File: src/rtl/cpu_lsu_pkg.sv
// Shared definitions for the load/store unit: size codes, error codes, FSM states, request checker.
package cpu_lsu_pkg;

  localparam logic [2:0] SZ_B  = 3'b000;
  localparam logic [2:0] SZ_H  = 3'b001;
  localparam logic [2:0] SZ_W  = 3'b010;
  localparam logic [2:0] SZ_BU = 3'b100;
  localparam logic [2:0] SZ_HU = 3'b101;

  typedef enum logic [1:0] {
    ERR_OK       = 2'b00,
    ERR_MISALIGN = 2'b01,
    ERR_TIMEOUT  = 2'b10,
    ERR_ILLEGAL  = 2'b11
  } lsu_err_e;

  typedef enum logic [1:0] {
    ST_IDLE = 2'b00,
    ST_REQ  = 2'b01,
    ST_WAIT = 2'b10,
    ST_RESP = 2'b11
  } lsu_state_e;

  typedef struct packed {
    logic        we;
    logic [2:0]  funct3;
    logic [31:0] addr;
    logic [31:0] wdata;
  } lsu_req_t;

  // Classify a request before it reaches the bus; illegal funct3 takes priority over alignment.
  function automatic lsu_err_e check_req(input logic we, input logic [2:0] f3,
                                         input logic [1:0] alo, input logic chk_align);
    logic illegal;
    logic mis;
    illegal = (f3 == 3'b011) || (f3[2:1] == 2'b11) || (f3[2] && we);
    case (f3)
      SZ_H, SZ_HU: mis = alo[0];
      SZ_W:        mis = |alo;
      default:     mis = 1'b0;
    endcase
    if (illegal)              return ERR_ILLEGAL;
    else if (chk_align && mis) return ERR_MISALIGN;
    else                      return ERR_OK;
  endfunction

endpackage

File: src/rtl/lsu_timeout_ctr.sv
// Bus transaction watchdog: counts cycles spent in REQ/WAIT, flags the last permitted cycle.
module lsu_timeout_ctr #(
  parameter int TIMEOUT_CYCLES = 255
) (
  input  logic i_clk,
  input  logic i_reset,
  input  logic i_clr,
  input  logic i_en,
  output logic o_expired
);
  localparam int W = $clog2(TIMEOUT_CYCLES + 1);

  logic [W-1:0] cnt;

  // Count holds at the limit; the first REQ cycle sees zero, so expiry marks cycle TIMEOUT_CYCLES.
  always_ff @(posedge i_clk) begin
    if (i_reset || i_clr)       cnt <= '0;
    else if (i_en && !o_expired) cnt <= cnt + 1'b1;
  end

  assign o_expired = (cnt == W'(TIMEOUT_CYCLES - 1));
endmodule

File: src/rtl/cpu_lsu.sv
// Load/store unit: one request at a time, single Wishbone-style transaction, ack or timeout response.
module cpu_lsu
  import cpu_lsu_pkg::*;
#(
  parameter int TIMEOUT_CYCLES = 255,
  parameter bit CHECK_ALIGN    = 1'b1
) (
  input  logic        i_clk,
  input  logic        i_reset,
  input  logic        i_req_valid,
  output logic        o_req_ready,
  input  logic        i_req_we,
  input  logic [2:0]  i_req_funct3,
  input  logic [31:0] i_req_addr,
  input  logic [31:0] i_req_wdata,
  output logic        o_rsp_valid,
  output logic [31:0] o_rsp_rdata,
  output logic [1:0]  o_rsp_err,
  output logic        o_busy,
  output logic        o_wb_stb,
  output logic        o_wb_we,
  output logic [31:0] o_wb_addr,
  output logic [31:0] o_wb_data,
  output logic [2:0]  o_wb_sel,
  input  logic [31:0] i_wb_data,
  input  logic        i_wb_ack,
  input  logic        i_wb_stall
);
  lsu_state_e state_q, state_d;
  lsu_req_t   req_q;
  lsu_err_e   err_q, chk_err;
  logic [31:0] rdata_q;
  logic       in_bus, expired, accept, take_ack, time_out;

  assign in_bus   = (state_q == ST_REQ) || (state_q == ST_WAIT);
  assign accept   = (state_q == ST_IDLE) && i_req_valid;
  assign chk_err  = check_req(i_req_we, i_req_funct3, i_req_addr[1:0], CHECK_ALIGN);
  // An ack only counts once the strobe has been taken (REQ without stall) or while waiting.
  assign take_ack = ((state_q == ST_REQ) && !i_wb_stall && i_wb_ack) ||
                    ((state_q == ST_WAIT) && i_wb_ack);
  assign time_out = in_bus && expired && !take_ack;

  lsu_timeout_ctr #(.TIMEOUT_CYCLES(TIMEOUT_CYCLES)) u_tmo (
    .i_clk     (i_clk),
    .i_reset   (i_reset),
    .i_clr     (!in_bus),
    .i_en      (in_bus),
    .o_expired (expired)
  );

  // State register
  always_ff @(posedge i_clk) begin
    if (i_reset) state_q <= ST_IDLE;
    else         state_q <= state_d;
  end

  // Next-state: ack beats timeout; a strobe accepted without ack moves to WAIT
  always_comb begin
    state_d = state_q;
    case (state_q)
      ST_IDLE: if (i_req_valid) state_d = (chk_err == ERR_OK) ? ST_REQ : ST_RESP;
      ST_REQ: begin
        if (take_ack || expired) state_d = ST_RESP;
        else if (!i_wb_stall)    state_d = ST_WAIT;
      end
      ST_WAIT: if (take_ack || expired) state_d = ST_RESP;
      ST_RESP: state_d = ST_IDLE;
      default: state_d = ST_IDLE;
    endcase
  end

  // Request capture and response data/error registers
  always_ff @(posedge i_clk) begin
    if (i_reset) begin
      req_q   <= '0;
      err_q   <= ERR_OK;
      rdata_q <= '0;
    end else begin
      if (accept) begin
        req_q   <= '{we: i_req_we, funct3: i_req_funct3, addr: i_req_addr, wdata: i_req_wdata};
        err_q   <= chk_err;
        rdata_q <= '0;
      end
      if (take_ack) begin
        err_q   <= ERR_OK;
        rdata_q <= req_q.we ? 32'h0 : i_wb_data;
      end else if (time_out) begin
        err_q   <= ERR_TIMEOUT;
        rdata_q <= '0;
      end
    end
  end

  assign o_req_ready = (state_q == ST_IDLE);
  assign o_busy      = (state_q != ST_IDLE);
  assign o_rsp_valid = (state_q == ST_RESP);
  assign o_rsp_rdata = o_rsp_valid ? rdata_q : 32'h0;
  assign o_rsp_err   = o_rsp_valid ? err_q : ERR_OK;
  assign o_wb_stb    = (state_q == ST_REQ);
  assign o_wb_we     = req_q.we;
  assign o_wb_addr   = req_q.addr;
  assign o_wb_data   = req_q.wdata;
  assign o_wb_sel    = req_q.funct3;
endmodule
File: config.mk
export PLATFORM = sky130hd
export DESIGN_NAME = cpu_lsu
export DESIGN_NICKNAME = d
export VERILOG_FILES = /design/src/rtl/cpu_lsu_pkg.sv /design/src/rtl/lsu_timeout_ctr.sv /design/src/rtl/cpu_lsu.sv
export SDC_FILE = /design/constraint.sdc
export NUM_CORES = 1
export LEC_CHECK = 0
export BUFFER_PORTS_ARGS = -buffer_cell sky130_fd_sc_hd__buf_2
export CAP_MARGIN = 5
export CORE_MARGIN = 8
export CORE_UTILIZATION = 46
export CTS_CLUSTER_DIAMETER = 40
export DETAILED_ROUTE_END_ITERATION = 16
export PLACE_DENSITY_LB_ADDON = 0.15
export SETUP_SLACK_MARGIN = 0.05
export SYNTH_ARGS = -nofsm -noshare
export SYNTH_HDL_FRONTEND = slang
export SYNTH_HIERARCHICAL = 1
export SYNTH_SLANG_ARGS = --single-unit
File: constraint.sdc
create_clock -name i_clk -period 2.1 [get_ports i_clk]
set_input_delay 0.42 -clock i_clk [delete_from_list [all_inputs] [get_ports i_clk]]
set_output_delay 0.42 -clock i_clk [all_outputs]
set_load 0.005 [all_outputs]
**Word level (Yosys, flattened, before mapping)**

Cells that the tools add are included.

- Register bits after elaboration: 112
- Input port bits: 105
- Output and inout bits: 106

- Add/subtract/negate cells: 1
- Eq/ne operators: 12
- Mux-type cells: 17
- Reduce and logical (&&, ||, !) cells: 28

Operator list:

| kind | number |
|---|---|
| $mux 32 | 5 |
| $mux 2 | 9 |
| $add 8x1->8 const B | 1 |
| $eq 8x8->1 const B | 1 |
| $logic_and 1x1->1 | 8 |
| $pmux 2 s4 | 1 |
| $eq 2x2->1 const B | 3 |
| $eq 3x2->1 const B | 2 |
| $logic_or 1x1->1 | 6 |
| $reduce_or 2->1 | 3 |
| $logic_not 1->1 | 4 |
| $logic_not 2->1 | 2 |
| $reduce_bool 2->1 | 2 |
| $eq 3x1->1 const B | 1 |
| $eq 3x3->1 const B | 1 |
| $ne 3x2->1 const B | 1 |
| $reduce_and 3->1 | 1 |
| $reduce_bool 3->1 | 1 |
| $reduce_or 3->1 | 1 |
| $eq 2x1->1 const B | 1 |
| $ne 2x1->1 const B | 1 |
| $ne 2x2->1 const B | 1 |
| $pmux 1 s2 | 1 |
| $mux 1 | 1 |

**Depth between registers and ports, before layout**

Gate-level depths: netlist of the first run.

- Depth in word-level cells: 9
- Depth in mapped cells: 10
- Gate-level depth less buffers: 9

**Hierarchy**

The synthesis of the first run kept the hierarchy.

By module, submodules not included:

| module | times used | cells an instance | area each (um2) | sequential area each (um2) |
|---|---|---|---|---|
| cpu_lsu | 1 | 448 | 3,886.2 | 2,082.0 |
| lsu_timeout_ctr | 1 | 51 | 442.9 | 160.2 |

**Least setup slack after synthesis of the first run**

No wires, ideal clock.

- Path type: reg2reg
- Start point: register u_tmo.cnt[0]
- End point: register rdata_q[10]
- Arrival: 1.677 ns
- Data required time: 2.041 ns
- Path slack: 0.365 ns
- Stages on the path, launching flop included: 11
- Buffers on the path: 1
- Clock period less this slack: 1.735 ns
- Cells stage by stage: dfxtp_1 inv_1 ha_1 and3_1 nand2_1 inv_1 nand2_1 inv_1 nor4_4 buf_6 a22o_1

- Cells in the longest elaborated chain, start to end: 5

Ends and longest elaborated chain:

| what | RTL line | source |
|---|---|---|
| start: declaration | lsu_timeout_ctr.sv:13 | `logic [W-1:0] cnt;` |
| start signal: assignment | lsu_timeout_ctr.sv:18 | `else if (i_en && !o_expired) cnt <= cnt + 1'b1;` |
| $eq 8x8->1 (*) | lsu_timeout_ctr.sv:21 | `assign o_expired = (cnt == W'(TIMEOUT_CYCLES - 1));` |
| named net expired | cpu_lsu.sv:33 | `logic in_bus, expired, accept, take_ack, time_out;` |
| $logic_and 1x1->1 (*) (2 in a row) | cpu_lsu.sv:41 | `assign time_out = in_bus && expired && !take_ack;` |
| $mux 32 | cpu_lsu.sv:87 | `end else if (time_out) begin` |
| $mux 32 | cpu_lsu.sv:84 | `if (take_ack) begin` |
| end signal: assignment | cpu_lsu.sv:86 | `rdata_q <= req_q.we ? 32'h0 : i_wb_data;` |
| end: declaration | cpu_lsu.sv:32 | `logic [31:0] rdata_q;` |

Mark *: on every way through the listed nets, which the timed path passes. The rest lies on a longest branch.
A chain may end at the register's enable or synchronous reset.

**Worst setup path after layout of the first run**

- Start point: register u_tmo.cnt[0]
- End point: register rdata_q[27]

The elaborated chain is that of the path after synthesis.

==> results of run 1 <==
critical path, delay by kind of cell (launching register included):
kind | cells | cell delay, ns
adders and majority gates | 1 | 0.24
buffers and inverters | 5 | 0.54
and+or+nand+nor | 4 | 0.62
DFF | 1 | 0.37
AOI/OAI and AO/OA | 1 | 0.13
per-layer routing:
metal  track usage  routed length [um]
met3       0.08786                1275
met2        0.3298                6087
met5             0                  26
met4       0.06483                 244
met1        0.2147                5293
worst max-delay path by stage:
stage / startpoint / end / slack [ns] / cells after the start
floorplan: u_tmo/cnt[0]$_SDFFE_PP0P_ / rdata_q[10]$_SDFFE_PP0P_ / 0.36 / 10
global placement: state_q[1]$_SDFFE_PP0P_ / rdata_q[10]$_SDFFE_PP0P_ / -0.03 / 6
detailed placement: state_q[1]$_SDFFE_PP0P_ / rdata_q[31]$_SDFFE_PP0P_ / -0.09 / 6
CTS: u_tmo/cnt[0]$_SDFFE_PP0P_ / state_q[1]$_SDFFE_PP0P_ / 0.09 / 9
global route: u_tmo/cnt[0]$_SDFFE_PP0P_ / rdata_q[27]$_SDFFE_PP0P_ / 0.02 / 11
finish: u_tmo/cnt[0]$_SDFFE_PP0P_ / rdata_q[27]$_SDFFE_PP0P_ / 0.15 / 11
kinds of logic (layout without fill, tap and decap cells):
| family | Yosys count | count (layout) | share of synthesized area |
|---|---|---|---|
| AO/OA/AOI/OAI | 128 | 128 | 0.1902 |
| adder cells (fa/ha/maj) | 7 | 7 | 0.02023 |
| buffers and inverters | 41 | 246 | 0.04393 |
| flip-flops | 112 | 112 | 0.5179 |
| multiplexers | 3 | 3 | 0.006937 |
| other | 0 | 1 | 0 |
| AND/OR/NAND/NOR | 208 | 209 | 0.2208 |
metrics by stage:
step	setup slack, ns	total power, mW	TNS (ns)	cell area (sq um)	util
floorplan	0.3648	3.901	0	4329	-
global placement	-0.03483	4.571	-1.042	5461	0.5939
detailed placement	-0.09125	4.638	-2.445	5461	0.5939
CTS	0.08505	5.868	0	5664	0.6159
global route	0.01687	6.274	0	5723	0.6223
finish	0.1451	5.861	0	5723	0.6223
power by group through the flow:
stage | registers (mW) | clock network [mW] | logic, mW
2_1_floorplan | 2.70 | 0 | 1.20
3_3_place_gp | 2.69 | 0 | 1.88
3_5_place_dp | 2.70 | 0 | 1.94
4_1_cts | 2.66 | 1.25 | 1.96
5_1_grt | 2.70 | 1.32 | 2.25
6_report | 2.66 | 1.19 | 2.01
final cells by class:
type	instances	area, sq um	share of cell area
Tap cell	111	138.9	0.02427
Clock buffer	13	158.9	0.02777
Clock inverter	3	25.02	0.004373
Inverter	8	30.03	0.005247
Sequential cell	112	2243	0.3920
Timing Repair Buffer	222	1187	0.2075
Antenna cell	1	2.502	0.0004373
Multi-Input combinational cell	347	1937	0.3384
cell usage in the layout (no fill, tap or decap), types with 2 or more instances in the layout:
cell	instances
nor3b_4	2
buf_4	8
mux2i_1	3
clkbuf_1	2
nor2_1	4
and2_1	35
a31oi_1	2
or3_1	3
buf_12	2
ha_1	7
a211oi_1	5
o21ai_0	7
a22o_1	32
nand2_1	145
inv_1	7
buf_2	210
nand3_1	4
nand4_1	2
a21oi_1	71
clkbuf_8	11
dfxtp_1	111
sequential cells by signal, indices dropped and copies added, names as in the netlist:
signal     cells
err_q          2
state_q        2
u_tmo/cnt      8
o_wb_addr     32
o_wb_data     32
rdata_q       32
o_wb_sel       3
o_wb_we        1
repair_timing:
item                                    in CTS  in global routing
resized for setup                            1                  5
pin swaps                                    0                  2
buffers inserted                             0                  2
cloned                                       1                  1
endpoints found under the setup margin      32                 38
==> flow_summary.toml, run 1 <==
[finish]
area_delta_synth_final_pct = 32.20
fillers = 818
drive_above_1_share = 0.3532
nets = 812
fin_cells = 817

[timing]
holdWs_ns = 0.2720
finalSetupViolCount = 0
fin_crit_sh = 0.9309
final.min_clock_period_ns = 1.955
slew_headroom = 0.5014
hold_violations = 0
worst_pin_slew_ns = 0.7471
slew_violations = 0
fmax_mhz = 511.5
rsz0062_at_grt = "false"
fin_skew_ns = 0.009411

[drt]
wl_per_cell_um = 15.82
drtIter0Drc = 298
vias_per_cell = 5.073
drc_errors = 0
first_pass_iters = 5
wirelength_mm = 12.93
vias = 4145
ant_nets = 0

[power]
leakagePower_nw = 2.729
p_int_mw = 3.823
pwr-share-comb = 0.343
p_switching_mw = 2.038
irDropWorstVdd_mv = 0.4642
swShare = 0.3478
seq_power_share = 0.453
cellPowerDensity_mw_per_mm2 = 1024
clkPwrFrac = 0.204

[grt]
grtUsageTotal = 0.1957
grt_pass1_wl_mm = 20.37
antenna_found_initial = 3
first_global_vias = 4046
grt-ovfl-total = 0
grt_max_degree = 71

[logic_synthesis]
synth_cells = 499
yosys.cell_types.count = 42
syn-num-nets = 611
yosys.area.top_type_share = 0.5179
synthFlopType = "dfxtp_1"
synthArstFlopShare = 0
yosys-top-cells-count = "nand2_1 (146), dfxtp_1 (112), a21oi_1 (71)"
synth_top_area_cell = "dfxtp_1"
synth_edf_count = 0
netlist_area_sq_mm = 0.004329
synth.area.top_cells = "dfxtp_1 (52%), nand2_1 (13%), a21oi_1 (8.2%), a22o_1 (6.5%), and2_1 (5.2%)"
yosys.cell_count.top_type = "nand2_1"
ys_ff_latch = 112
seq_area_frac_synth = 0.5179
yosys_warnings = 6
syn_area_per_cell_sq_um = 8.676

[clock_network]
cts_tree = "built"
clk_latency_ns = 0.36
cts-root-buf = "clkbuf_8"
htree_num_levels = 3
cts_buffer_depth = 2
cts_made_buffers = 9
ctsHoldBuffers = 0
clock-sinks = 112
clk_pin_slew_worst_paths_ns = 0.10

[min_path]
holdPathEnd = "rdata_q[29]$_SDFFE_PP0P_"
hold_depth = 2
worstHoldPathType = "in -> reg"
hp-start = "i_wb_data[29]"

[die]
die-width_um = 113.0
core.rowCount = 35
start_util = 0.4707
die-area_sq_mm = 0.01277
die_h_um = 113.0
fp.coreArea_sq_mm = 0.009196
ios = 211

[critical_path]
cp-start-kind = "flip-flop"
path_class = "reg -> reg"
end_kind = "flip-flop"
cp.arrival_ns = 2.26
r2r_end = "rdata_q[27]$_SDFFE_PP0P_"
cp_slowest_cell = "dfxtp_2"
reg2reg_slack_ns = 0.15
critPathRequiredTime_ns = 2.40
rr_startpoint = "u_tmo/cnt[0]$_SDFFE_PP0P_"
r2r_cells = 11
worst-path-max-fanout = 16
path_cells = "inv_1 -> ha_1 -> and3_4 -> nand2_1 -> inv_2 -> nand2_1 -> inv_1 -> nor4_4 -> buf_4 -> clkbuf_16 -> a22o_1"
slowest_delay_ns = 0.37

[placed_design]
hpwl_mm = 9.453
routabilityCongestion = 0.8519
dp.cells = 796
place.port_buffers = 210

[run]
drv_cap = 0

[run_status]
status = "complete, no violations"
No activity file was read; power rests on OpenSTA's default activity.
==> run 2, diff against run 1 <==
- BUFFER_PORTS_ARGS: -buffer_cell sky130_fd_sc_hd__buf_2 -> not set
- CORE_UTILIZATION: 46 -> 57
- DONT_BUFFER_PORTS: not set -> 1
- SLEW_MARGIN: not set -> 5
==> flow_summary.toml, run 2 (same netlist as run 1, synthesis figures left out) <==
[finish]
final_core_util = 0.6405
nets = 601
diodes = 0
area_delta_synth_final_pct = 7.890
final_area_sq_mm = 0.004671
final_common_cell = "nand2_1"
regArea_sq_mm = 0.002248
drive_above_1_share = 0.09312
fillers = 630
layout_common_cells = "nand2_1 (143), dfxtp_1 (109), a21oi_1 (71)"
multi_input_area_sq_mm = 0.001928
fin_cells = 593

[power]
cellPowerDensity_mw_per_mm2 = 1193
clkPwrFrac = 0.220
leakagePower_nw = 1.760
p_int_mw = 3.628
pwr-share-comb = 0.286
power_mw = 5.574
seq_power_share = 0.493
p_switching_mw = 1.946
swShare = 0.3491
irDropWorstVdd_mv = 0.6099

[critical_path]
cp-startpoint = "u_tmo/cnt[0]$_SDFFE_PP0P_"
critPathRequiredTime_ns = 2.40
rr_startpoint = "u_tmo/cnt[0]$_SDFFE_PP0P_"
worst-path-max-fanout = 8
path_class = "reg -> reg"
end_kind = "flip-flop"
cp-start-kind = "flip-flop"
cp.arrival_ns = 2.26

[clock_network]
cts_tree = "built"
htree_num_levels = 3
clk_latency_ns = 0.36
clk_pin_slew_worst_paths_ns = 0.10
cts_buffer_depth = 2
cts_made_buffers = 9
clock-sinks = 112
cts-root-buf = "clkbuf_8"

[timing]
fin_skew_ns = 0.01418
finalWorstSetupSlack_ns = 0.1387
rsz0062_at_grt = "false"
finalSetupViolCount = 0
slew_violations = 0
fmax_mhz = 509.9
final.min_clock_period_ns = 1.961
worst_pin_slew_ns = 0.4513
fin_crit_sh = 0.9340
hold_violations = 0
slew_headroom = 0.6968
setup-tns-final_ns = 0
holdWs_ns = 0.1300

[die]
ios = 211
start_util = 0.5937
fp.coreArea_sq_mm = 0.007292
core.rowCount = 31
die-area_sq_mm = 0.01064
die-width_um = 103.2
die_h_um = 103.2

[grt]
grt_max_degree = 79
grt-ovfl-total = 0
antenna_found_initial = 0
grt_pass1_wl_mm = 16.46
first_global_vias = 3202
grtUsageTotal = 0.1955

[run_status]
status = "complete, no violations"

[placed_design]
hpwl_mm = 8.215
placed_area_sq_mm = 0.004393
routabilityCongestion = 0.9528
dp.cells = 572
place.port_buffers = 0
dp_slack_ns = 0.1639

[drt]
vias_per_cell = 5.786
drc_errors = 0
wl_per_cell_um = 19.45
wirelength_mm = 11.53
first_pass_iters = 4
vias = 3431
drtIter0Drc = 203
ant_nets = 0

[min_path]
worstHoldPathType = "in -> reg"
hp-start = "i_reset"

[run]
drv_cap = 0
run 2: changes by cell type in the layout (fill, tap and decap cells not counted), moves of 2 or more:
cell | before | now
nand2_2 | 1 | 3
nand2_1 | 145 | 143
ha_2 | 0 | 2
buf_2 | 210 | 0
ha_1 | 7 | 5
dfxtp_1 | 111 | 109
run 2: path summary, 6_finish.rpt:
check / endpoint / slack (ns) / depth (start not counted)
setup / recovery: rdata_q[4]$_SDFFE_PP0P_ / 0.14 / 10
hold / removal: state_q[1]$_SDFFE_PP0P_ / 0.13 / 1
setup reg to reg: rdata_q[4]$_SDFFE_PP0P_ / 0.14 / 10
hold reg to reg: rdata_q[31]$_SDFFE_PP0P_ / 0.47 / 1
run 2: power groups by stage:
stage	Clock, mW	Sequential [mW]	Combinational (mW)
6_report	1.23	2.75	1.60
3_3_place_gp	0	2.79	1.43
3_5_place_dp	0	2.80	1.48
4_1_cts	1.25	2.75	1.49
2_1_floorplan	0	2.70	1.20
5_1_grt	1.35	2.80	1.78
run 2: timing repair:
action,CTS,global route
setup buffers,0,3
endpoints found under the setup margin,0,21
hold buffers,0,0
gates resized for setup,0,12
run 2: layout make-up:
cell class	instances	area share
inverter	8	0.006429
clock inverter	4	0.007769
sequential	112	0.4814
clock buffer	12	0.03322
timing repair buffer	12	0.03188
tap	99	0.02652
multi-input combinational	346	0.4128
run 2: per-layer routing:
layer	share of wire	vias to the layer above	track usage	wire length (um)
li1	-	1663	-	-
met4	0.0055	0	0.04672	63
met5	0	-	0	0
met2	0.49	168	0.3201	5603
met3	0.13	4	0.08980	1505
met1	0.38	1596	0.2272	4360
run 2: critical path, cell delays in order, from the launching register on:
cell and delay (ns):
dfxtp_4 0.36, inv_1 0.05, ha_2 0.20, and3_4 0.20
nand2_2 0.08, inv_2 0.06, nand2_2 0.07, inv_2 0.06
nor4_4 0.47, clkbuf_16 0.25, a22o_1 0.12
